## config.mk

```make
export PLATFORM = sky130hd
export DESIGN_NAME = eth_tx_sched
export DESIGN_NICKNAME = d
export VERILOG_FILES = /design/src/rtl/eth_tx_sched_pkg.sv /design/src/rtl/eth_tx_sched_rr_pick.sv /design/src/rtl/eth_tx_sched.sv
export SDC_FILE = /design/constraint.sdc
export NUM_CORES = 1
export LEC_CHECK = 0
export CORE_ASPECT_RATIO = 0.9
export CORE_MARGIN = 3
export CORE_UTILIZATION = 42
export CTS_BUF_LIST = sky130_fd_sc_hd__clkbuf_4
export DETAILED_ROUTE_END_ITERATION = 16
export GPL_TIMING_DRIVEN = 0
export PLACE_DENSITY = 0.91
export SKIP_CTS_REPAIR_TIMING = 1
export SLEW_MARGIN = 15
export SYNTH_ARGS = -nofsm -noshare
export SYNTH_HDL_FRONTEND = slang
export SYNTH_SLANG_ARGS = --single-unit
```

## constraint.sdc

```tcl
create_clock -name clk -period 2.1 [get_ports clk]
set_clock_uncertainty 0.1 [all_clocks]
set_input_delay 0.42 -clock clk [delete_from_list [all_inputs] [get_ports clk]]
set_output_delay 0.42 -clock clk [all_outputs]
set_load 0.03 [all_outputs]
```

## src/rtl/eth_tx_sched_pkg.sv

```systemverilog
// Shared constants and types for the eth_tx round-robin scheduler.
package eth_tx_sched_pkg;

   localparam int BYTE_LEN = 8;

   typedef enum logic [1:0] {
      ETH_TX_SCHED_IDLE   = 2'd0,
      ETH_TX_SCHED_START  = 2'd1,
      ETH_TX_SCHED_ACTIVE = 2'd2
   } state_e;

   function automatic int idx_w(input int n);
      return (n > 1) ? $clog2(n) : 1;
   endfunction

endpackage

```

## src/rtl/eth_tx_sched_rr_pick.sv

```systemverilog
// Combinational round-robin picker: first set bit at or above ptr_i,
// wrapping modulo N_REQ.
module eth_tx_sched_rr_pick
   import eth_tx_sched_pkg::*;
#(
   parameter int N_REQ = 2,
   parameter int IW    = idx_w(N_REQ)
) (
   input  logic [N_REQ-1:0] req_i,
   input  logic [IW-1:0]    ptr_i,
   output logic [N_REQ-1:0] win_o,
   output logic [IW-1:0]    idx_o
);

   logic [IW:0] j;
   logic        found;

   always_comb begin
      win_o = '0;
      idx_o = '0;
      found = 1'b0;
      j     = '0;
      for (int k = 0; k < N_REQ; k++) begin
         j = {1'b0, ptr_i} + (IW+1)'(k);
         if (j >= (IW+1)'(N_REQ))
            j = j - (IW+1)'(N_REQ);
         if (!found && req_i[j[IW-1:0]]) begin
            found              = 1'b1;
            win_o[j[IW-1:0]]   = 1'b1;
            idx_o              = j[IW-1:0];
         end
      end
   end

endmodule

```

## src/rtl/eth_tx_sched.sv

```systemverilog
// Round-robin scheduler sharing one eth_tx pipeline among N_REQ sources.
// Optional watchdog abort: define ETH_TX_SCHED_WATCHDOG_EN.
module eth_tx_sched
   import eth_tx_sched_pkg::*;
#(
   parameter int N_REQ       = 2,
   parameter int CNT_WIDTH   = 16,
   parameter int WDOG_CYCLES = 4096
) (
   input  logic                      clk,
   input  logic                      rst,
   input  logic [N_REQ-1:0]          req,
   input  logic [N_REQ-1:0]          req_inclk,
   input  logic [N_REQ*BYTE_LEN-1:0] req_in,
   input  logic [N_REQ-1:0]          req_in_done,
   output logic [N_REQ-1:0]          grant,
   output logic [N_REQ-1:0]          req_readclk,
   output logic                      tx_start,
   output logic                      tx_inclk,
   output logic [BYTE_LEN-1:0]       tx_in,
   output logic                      tx_in_done,
   input  logic                      tx_upstream_readclk,
   input  logic                      tx_done,
   output logic                      tx_abort,
   output logic                      busy,
   output logic [CNT_WIDTH-1:0]      frames_sent
);

   localparam int IW = idx_w(N_REQ);

   state_e               state_q, state_d;
   logic [N_REQ-1:0]     grant_q, grant_d;
   logic [IW-1:0]        gidx_q, gidx_d;
   logic [IW-1:0]        ptr_q, ptr_d;
   logic [CNT_WIDTH-1:0] frames_q, frames_d;
   logic [N_REQ-1:0]     pick_oh;
   logic [IW-1:0]        pick_idx;
   logic                 wdog_hit;

   eth_tx_sched_rr_pick #(
      .N_REQ (N_REQ),
      .IW    (IW)
   ) u_pick (
      .req_i (req),
      .ptr_i (ptr_q),
      .win_o (pick_oh),
      .idx_o (pick_idx)
   );

`ifdef ETH_TX_SCHED_WATCHDOG_EN
   localparam int WW = (WDOG_CYCLES > 1) ? $clog2(WDOG_CYCLES) : 1;

   logic [WW-1:0] wdog_q, wdog_d;

   // Cleared while starting, so it reads 0 on the first ACTIVE cycle.
   always_comb begin
      wdog_d = '0;
      if (state_q == ETH_TX_SCHED_ACTIVE)
         wdog_d = wdog_q + 1'b1;
   end

   always_ff @(posedge clk) begin
      if (rst)
         wdog_q <= '0;
      else
         wdog_q <= wdog_d;
   end

   assign wdog_hit = (state_q == ETH_TX_SCHED_ACTIVE) && !tx_done &&
                     (wdog_q == WW'(WDOG_CYCLES - 1));
`else
   assign wdog_hit = 1'b0;
`endif

   always_ff @(posedge clk) begin
      if (rst) begin
         state_q  <= ETH_TX_SCHED_IDLE;
         grant_q  <= '0;
         gidx_q   <= '0;
         ptr_q    <= '0;
         frames_q <= '0;
      end else begin
         state_q  <= state_d;
         grant_q  <= grant_d;
         gidx_q   <= gidx_d;
         ptr_q    <= ptr_d;
         frames_q <= frames_d;
      end
   end

   always_comb begin
      state_d  = state_q;
      grant_d  = grant_q;
      gidx_d   = gidx_q;
      ptr_d    = ptr_q;
      frames_d = frames_q;
      unique case (state_q)
         ETH_TX_SCHED_IDLE: begin
            if (|req) begin
               state_d = ETH_TX_SCHED_START;
               grant_d = pick_oh;
               gidx_d  = pick_idx;
            end
         end
         ETH_TX_SCHED_START: begin
            state_d = ETH_TX_SCHED_ACTIVE;
         end
         ETH_TX_SCHED_ACTIVE: begin
            if (tx_done || wdog_hit) begin
               state_d = ETH_TX_SCHED_IDLE;
               grant_d = '0;
               ptr_d   = (gidx_q == IW'(N_REQ - 1)) ? '0 : gidx_q + 1'b1;
               if (tx_done)
                  frames_d = frames_q + 1'b1;
            end
         end
         default: begin
            state_d = ETH_TX_SCHED_IDLE;
            grant_d = '0;
         end
      endcase
   end

   always_comb begin
      tx_start    = 1'b0;
      tx_inclk    = 1'b0;
      tx_in       = '0;
      tx_in_done  = 1'b0;
      req_readclk = '0;
      tx_abort    = 1'b0;
      busy        = 1'b1;
      unique case (state_q)
         ETH_TX_SCHED_IDLE: busy = 1'b0;
         ETH_TX_SCHED_START: tx_start = 1'b1;
         ETH_TX_SCHED_ACTIVE: begin
            tx_inclk    = req_inclk[gidx_q];
            tx_in       = req_in[int'(gidx_q)*BYTE_LEN +: BYTE_LEN];
            tx_in_done  = req_in_done[gidx_q];
            req_readclk = grant_q & {N_REQ{tx_upstream_readclk}};
            tx_abort    = wdog_hit;
         end
         default: busy = 1'b0;
      endcase
   end

   assign grant       = grant_q;
   assign frames_sent = frames_q;

endmodule
```

==> results of run 1 <==
[layout by cell type, fill, tap and decap left out, drive strengths merged]
cell / Yosys / final
a211oi: 1 / 1
a21oi: 7 / 7
a311oi: 1 / 1
a31o: 2 / 2
and2: 2 / 2
and3: 4 / 4
and4: 1 / 1
buf: 4 / 14
bufinv: 0 / 1
clkbuf: 2 / 5
clkdlybuf4s50: 0 / 43
conb: 1 / 1
dfxtp: 22 / 22
dlymetal6s2s: 0 / 4
ha: 4 / 4
inv: 6 / 6
mux2: 2 / 2
mux2i: 13 / 13
nand2: 5 / 5
nand2b: 1 / 1
nand3: 7 / 7
nand4: 4 / 4
nor2: 24 / 24
nor2b: 13 / 13
nor3: 4 / 4
nor4: 3 / 3
o21ba: 1 / 1
xnor2: 8 / 8
xor2: 3 / 3
[routing by layer]
metal  vias up  wire length (um)
met3         7               146
met4         0                74
met5         -                 0
met1       543              1430
met2        34              1560
li1        616                 -
[cell usage after synthesis, types with 2 or more instances]
| cell | instances |
|---|---|
| and2_1 | 2 |
| nor4_1 | 2 |
| dfxtp_1 | 22 |
| mux2i_1 | 13 |
| clkbuf_1 | 2 |
| inv_1 | 6 |
| nand4_2 | 2 |
| nor2b_1 | 13 |
| mux2_1 | 2 |
| nand4_1 | 2 |
| buf_2 | 2 |
| xor2_1 | 3 |
| nor2_1 | 23 |
| nor3_1 | 4 |
| and3_1 | 4 |
| ha_1 | 4 |
| xnor2_1 | 8 |
| nand3_1 | 6 |
| nand2_1 | 5 |
| a21oi_1 | 7 |
[path summary, 6_finish.rpt]
| kind | startpoint | endpoint | slack (ps) | cells after the start |
|---|---|---|---|---|
| max | state_q[0] | tx_in[1] | 50 | 6 |
| min | state_q[0] | state_q[0] | 420 | 2 |
| max reg2reg | state_q[0] | frames_sent[15] | 250 | 7 |
| min reg2reg | state_q[0] | state_q[0] | 420 | 2 |
[state kept, by name (all words and copies together), names as in the netlist]
| signal | cells |
|---|---|
| ptr_q | 1 |
| state_q | 2 |
| frames_sent | 16 |
| grant | 2 |
| gidx_q | 1 |
[power by group]
| group | total (uW) | leakage, uW | internal, uW | switching, uW |
|---|---|---|---|---|
| clock | 332 | 0.0000279 | 193 | 139 |
| combinational | 265 | 0.000589 | 132 | 132 |
| sequential | 442 | 0.000178 | 431 | 11.2 |
| total | 1040 | 0.000795 | 756 | 282 |
[critical path: stages (launching register included)]
cell	delay (ps)
dfxtp_2	370
inv_1	60
ha_2	190
buf_6	140
buf_6	130
nor2b_2	150
buf_4	170
[stage by stage]
stage                     power [uW]  instance area (um^2)  worst slack, ps  TNS [ps]  util (%)
after floorplan                  600                  1250              199         0         -
after global placement           707                  1870             -336     -3790      66.8
after detailed placement         710                  1870             -405     -4230      66.8
after CTS                       1040                  1920             -784     -8120      68.7
after global routing            1080                  1940            -19.3     -71.0      69.4
final                           1040                  1940             53.3         0      69.4
[cell type report]
class                   count  area [um^2]
repair buffers             57          556
clock buffers               3         22.5
well taps                  40         50.0
plain buffers               6         45.0
clock inverters             1         30.0
inverters                   6         22.5
flip-flops and latches     22          442
multi-input cells         111          769
fillers                   227          856
[logic make-up after synthesis]
kind of cell,share of synthesized area (%)
flip-flops,35.3
adder cells (fa/ha/maj),4.02
AND/OR/NAND/NOR,29.5
XOR/XNOR,7.73
AO/OA/AOI/OAI,6.73
multiplexers,12.2
other,0.301
buffers and inverters,4.12
==> summary.txt, run 1 <==
Outcome: completed
Core area: 2790 um^2
Gpl congestion: 0.764
Antenna Nets Post-Route: 0
Antenna violations before repair: 0
CP Class: flip-flop to output pin
Initial core utilization: 44.6%
Die Area: 3660 um^2
Clock sink count: 22
Max cap viols: 0
Clock latency on the worst-skew pair: 330 ps
Syn_area_per_cell: 8.59 um^2
Ant. Diodes: 0
Crit end category: output pin
H-tree Lvls: 1
Number of global-route vias before repair: 1062
Reg clk slew, reported paths: 120 ps
Placed insts: 242
Worst Hold Slack: 421 ps
Tcrit/Tclk final: 97.5%
Busiest layer in global routing: met2
First-pass GRT wire length: 5160 um
Post-synthesis cell area: 1250 um^2
Detail Placement HPWL: 2450 um
Seq/Total Area, Yosys: 35.3%
# port buffers: 57
Final cell count without fillers: 246
F_max: 489 MHz
Min-delay worst type: flip-flop to flip-flop
Period minus WS final: 2050 ps
DR DRC count: 0
Leading post-synthesis cells by cell area: dfxtp_1 35%, mux2i_1 10%, nor2_1 6.9%, nor2b_1 6.5%, xnor2_1 5.6%
Die X: 63.4 um
Synthesized Nets: 175
CTS root buffer: clkbuf_4
Area grow syn2layout: 55.4%
Largest net degree at the start of global routing: 14
Number of synthesized register bits: 22
Yosys warning count: 0
Vias post-DR: 1200
Syn Inst Count: 145
Worst vdd ir: 0.428 mV
Share of post-route cells with drive strength above 1: 16.0%
Wire per inst: 13.0 um
Total track usage: 17.7%
P per Cell Area: 536 nW/um^2
Via-to-Cell Ratio: 4.88
Post-synth ARST share: 0%
Die Height: 57.7 um
Setup crit start kind: flip-flop
Endpoints failing hold: 0
Worst EP arrival: 1530 ps
Clock buffer depth: 2
Rows: 18
Fin. max-slew vios: 0
# nets final: 237
Setup Viol. Count Final: 0
Synth area leader: dfxtp_1
Total wire length: 3210 um
Top_reg_cell synth: dfxtp_1
Met1 usage: 23.5%
Met3 GRT Util: 3.49%
Drt pass-1 iters: 4
1st-iter DRT viols: 31
Leakage: 0.000795 uW
Cts bufs inserted: 3
Top cell type's share of synthesized area: 35.3%
EDFF count, synth: 0
CTS tree: yes
WP data required: 1580 ps
I/O pin cnt: 59
Distinct cells, synth: 33
Grt total ovfl: 0
Worst Path Max Fanout: 10
Met2 GRT Util: 28.7%
No activity file was read; power rests on OpenSTA's default activity.
==> run 2: changes to the inputs <==
--- a/config.mk
+++ b/config.mk
@@ -5,14 +5,17 @@
 export SDC_FILE = /design/constraint.sdc
 export NUM_CORES = 1
 export LEC_CHECK = 0
+export ABC_AREA = 1
 export CORE_ASPECT_RATIO = 0.9
 export CORE_MARGIN = 3
-export CORE_UTILIZATION = 42
+export CORE_UTILIZATION = 43
 export CTS_BUF_LIST = sky130_fd_sc_hd__clkbuf_4
 export DETAILED_ROUTE_END_ITERATION = 16
 export GPL_TIMING_DRIVEN = 0
-export PLACE_DENSITY = 0.91
+export PLACE_DENSITY = 0.92
+export RECOVER_POWER = 50
 export SKIP_CTS_REPAIR_TIMING = 1
+export SKIP_LAST_GASP = 1
 export SLEW_MARGIN = 15
 export SYNTH_ARGS = -nofsm -noshare
 export SYNTH_HDL_FRONTEND = slang
==> run 2 against run 1 <==
Fmax increased by 1.2%; worst hold slack worse by 29 ps; clock-buffer cell count is the same; sequential cell count is the same; setup slack gained 24 ps; critical path depth did not move.
==> summary.txt, run 2 <==
Number of global-route vias before repair: 1268 (was 1062)
Largest net degree at the start of global routing: 12 (was 14)
Most instantiated cells after synthesis: 50 x nor2_1, 42 x nand2_1, 22 x dfxtp_1, 22 x inv_1, 17 x o21ai_0 (was 23 x nor2_1, 22 x dfxtp_1, 13 x mux2i_1, 13 x nor2b_1, 8 x xnor2_1)
Area grow syn2layout: 46.1% (was 55.4%)
Distinct cells, synth: 28 (was 33)
Antenna Nets Post-Route: 0 (unchanged)
Cell area after placement: 1910 um^2 (was 1870 um^2)
Most common cell after layout, fill and taps aside: nor2_1 (was clkdlybuf4s50_1)
Most frequent cell after synthesis: nor2_1 (unchanged)
Max cap viols: 0 (unchanged)
Initial core utilization: 45.9% (was 44.6%)
Syn_area_per_cell: 6.46 um^2 (was 8.59 um^2)
DR DRC count: 0 (unchanged)
Total track usage: 18.1% (was 17.7%)
Worst Hold Slack: 393 ps (was 421 ps)
Buf/Inv on CP: 3 (was 4)
Grt total ovfl: 0 (unchanged)
Worst R2R Setup Slack: 320 ps (was 250 ps)
# port buffers: 57 (unchanged)
Wire per inst: 11.3 um (was 13.0 um)
Setup crit start kind: flip-flop (unchanged)
Clock buffer depth: 2 (unchanged)
Detail Placement HPWL: 2660 um (was 2450 um)
Clock share of power: 17.5% (was 32.0%)
Core area: 2820 um^2 (was 2790 um^2)
Worst Path Max Fanout: 10 (unchanged)
Drt pass-1 iters: 5 (was 4)
Share of power burned in registers: 43.8% (was 42.5%)
Number of synthesized register bits: 22 (unchanged)
Hold path cells: 2 (unchanged)
Share of post-route cells with drive strength above 1: 8.85% (was 16.0%)
Period minus WS final: 2020 ps (was 2050 ps)
Vias post-DR: 1442 (was 1200)
Crit. Startpoint: state_q[0] (unchanged)
Seq/Total Area, Yosys: 34.1% (was 35.3%)
P per Cell Area: 563 nW/um^2 (was 536 nW/um^2)
Top_reg_cell synth: dfxtp_1 (unchanged)
Worst hold endpoint: grant[0] (was state_q[0])
Int Pwr: 673 uW (was 756 uW)
Endpoints failing hold: 0 (unchanged)
EDFF count, synth: 0 (unchanged)
Synthesized Nets: 230 (was 175)
CTS tree: yes (unchanged)
Die Height: 58.0 um (was 57.7 um)
Leading post-synthesis cells by cell area: dfxtp_1 34%, nor2_1 15%, nand2_1 12%, o21ai_0 6.6%, inv_1 6.4% (was dfxtp_1 35%, mux2i_1 10%, nor2_1 6.9%, nor2b_1 6.5%, xnor2_1 5.6%)
I/O pin cnt: 59 (unchanged)
Max stage delay on crit path: 350 ps (was 370 ps)
Min-delay worst type: flip-flop to flip-flop (unchanged)
First-pass GRT wire length: 5420 um (was 5160 um)
Crit end category: output pin (unchanged)
Tcrit/Tclk final: 96.3% (was 97.5%)
Slowest CP cell: dfxtp_1 (was dfxtp_2)
Clock sink count: 22 (unchanged)
Reg clk slew, reported paths: 110 ps (was 120 ps)
Synth area leader: dfxtp_1 (unchanged)
R2R cell count: 9 (was 7)
Fin area: 1890 um^2 (was 1940 um^2)
Post-synthesis cell area: 1290 um^2 (was 1250 um^2)
Placed insts: 297 (was 242)
Switching share of power: 36.7% (was 27.2%)
Share of the core filled with cells: 67.1% (was 69.4%)
Worst EP arrival: 1500 ps (was 1530 ps)
Commonest cells after routing, fill and taps aside: 52 x nor2_1, 43 x nand2_1, 37 x clkdlybuf4s50_1 (was 43 x clkdlybuf4s50_1, 23 x nor2_1, 21 x dfxtp_1)
Clock latency on the worst-skew pair: 300 ps (was 330 ps)
CP Cell Sequence: inv_2 > ha_4 > buf_6 > o21ai_0 > nor2_1 > dlymetal6s2s_1 (was inv_1 > ha_2 > buf_6 > buf_6 > nor2b_2 > buf_4)
Total wire length: 3380 um (was 3210 um)
Worst reg2reg endpoint: frames_sent[14] (was frames_sent[15])
Rows: 18 (unchanged)
Outcome: completed (unchanged)
Hold Startpoint: grant[0] (was state_q[0])
Setup Viol. Count Final: 0 (unchanged)
Die Area: 3700 um^2 (was 3660 um^2)
Ant. Diodes: 0 (unchanged)
RR Startpoint: state_q[0] (unchanged)
Antenna violations before repair: 0 (unchanged)
Fin. max-slew vios: 0 (unchanged)
Post-synth ARST share: 0% (unchanged)
Via-to-Cell Ratio: 4.81 (was 4.88)
Unrepaired setup endpoints after global routing: false
Leakage: 0.000861 uW (was 0.000795 uW)
Worst path top cell family by delay: buffers and inverters (unchanged)
Yosys warning count: 0 (unchanged)
CP Class: flip-flop to output pin (unchanged)
Worst vdd ir: 0.358 mV (was 0.428 mV)
Comb pwr share: 38.7% (was 25.5%)
P_sw: 390 uW (was 282 uW)
H-tree Lvls: 1 (unchanged)
Syn Inst Count: 200 (was 145)
Final Power: 1060 uW (was 1040 uW)
Max reg flops: 16 (unchanged)
Top cell type's share of synthesized area: 34.1% (was 35.3%)
WP data required: 1580 ps (about the same)
# nets final: 292 (was 237)
Final cell count without fillers: 300 (was 246)
F_max: 495 MHz (was 489 MHz)
1st-iter DRT viols: 72 (was 31)
Die X: 63.8 um (was 63.4 um)
CTS root buffer: clkbuf_4 (unchanged)
Cts bufs inserted: 3 (unchanged)
Gpl congestion: 0.772 (was 0.764)
-- run 2: cell count changes after synthesis, sizes merged, moves of 8 or more --
cell,delta
nor2b,-13
nor2,+30
nand2,+40
o21ai,+18
mux2i,-13
xnor2,-8
inv,+16
-- run 2: worst reg2reg max path, cell delays in order (launching register included) --
cell     delay [ps]
dfxtp_1         350
inv_2            80
ha_4            160
nand2_1         170
nor2_1          340
nand2_4         100
nor2_2          190
nand3_1          90
nand2_1          70
nor2_1           40
-- run 2: through the flow --
stage | TNS, ps | setup slack (ps)
2_1_floorplan | 0 | 228
3_3_place_gp | -3480 | -344
3_5_place_dp | -3840 | -414
4_1_cts | -7790 | -761
5_1_grt | 0 | 14.7
6_report | 0 | 77.8
-- run 2: how the worst max path moves through the flow --
stage,to,slack (ps),depth (start not counted)
after floorplan,tx_in[0],230,5
after global placement,tx_in[7],-340,6
after detailed placement,tx_in[0],-410,6
after CTS,tx_in[0],-760,6
after global routing,tx_in[3],10,6
final,tx_in[3],80,6
-- run 2: cells by family (layout without fill, tap and decap cells) --
family / after synthesis / in the layout / share of synthesized area [%]
simple gates: 109 / 109 / 37.8
compound gates: 36 / 36 / 15.2
buf+inv: 28 / 88 / 8.81
flops: 22 / 22 / 34.1
fa+ha+maj: 4 / 4 / 3.87
other cells: 1 / 1 / 0.290
-- run 2: final cells by class --
type	instances	area (um^2)
Sequential cell	22	440
Multi-Input combinational cell	150	714
Tap cell	40	50.0
Clock buffer	3	22.5
Fill cell	263	927
Timing Repair Buffer	57	542
Buffer	4	27.5
Inverter	24	91.3
-- run 2: power groups by stage --
stage	combinational (uW)	clock [uW]	sequential, uW
global route	452	206	470
detailed placement	434	0	473
global placement	425	0	472
floorplan	233	0	496
CTS	436	192	464
finish	412	186	466
-- run 2: metal layers --
layer | vias up | GRT usage (%) | part of all wire (%)
li1 | 745 | - | -
met1 | 662 | 22.5 | 43
met2 | 31 | 32.3 | 53
met3 | 4 | 3.88 | 3.7
met4 | 0 | 3.69 | 0.95
met5 | - | 0 | 0
==> run 3: changes to the inputs <==
--- a/config.mk
+++ b/config.mk
@@ -11,6 +11,7 @@
 export CORE_UTILIZATION = 43
 export CTS_BUF_LIST = sky130_fd_sc_hd__clkbuf_4
 export DETAILED_ROUTE_END_ITERATION = 16
+export GPL_ROUTABILITY_DRIVEN = 0
 export GPL_TIMING_DRIVEN = 0
 export PLACE_DENSITY = 0.92
 export RECOVER_POWER = 50
==> results of run 3 <==
The final DEF is identical to that of run 2; final timing and power are the same.
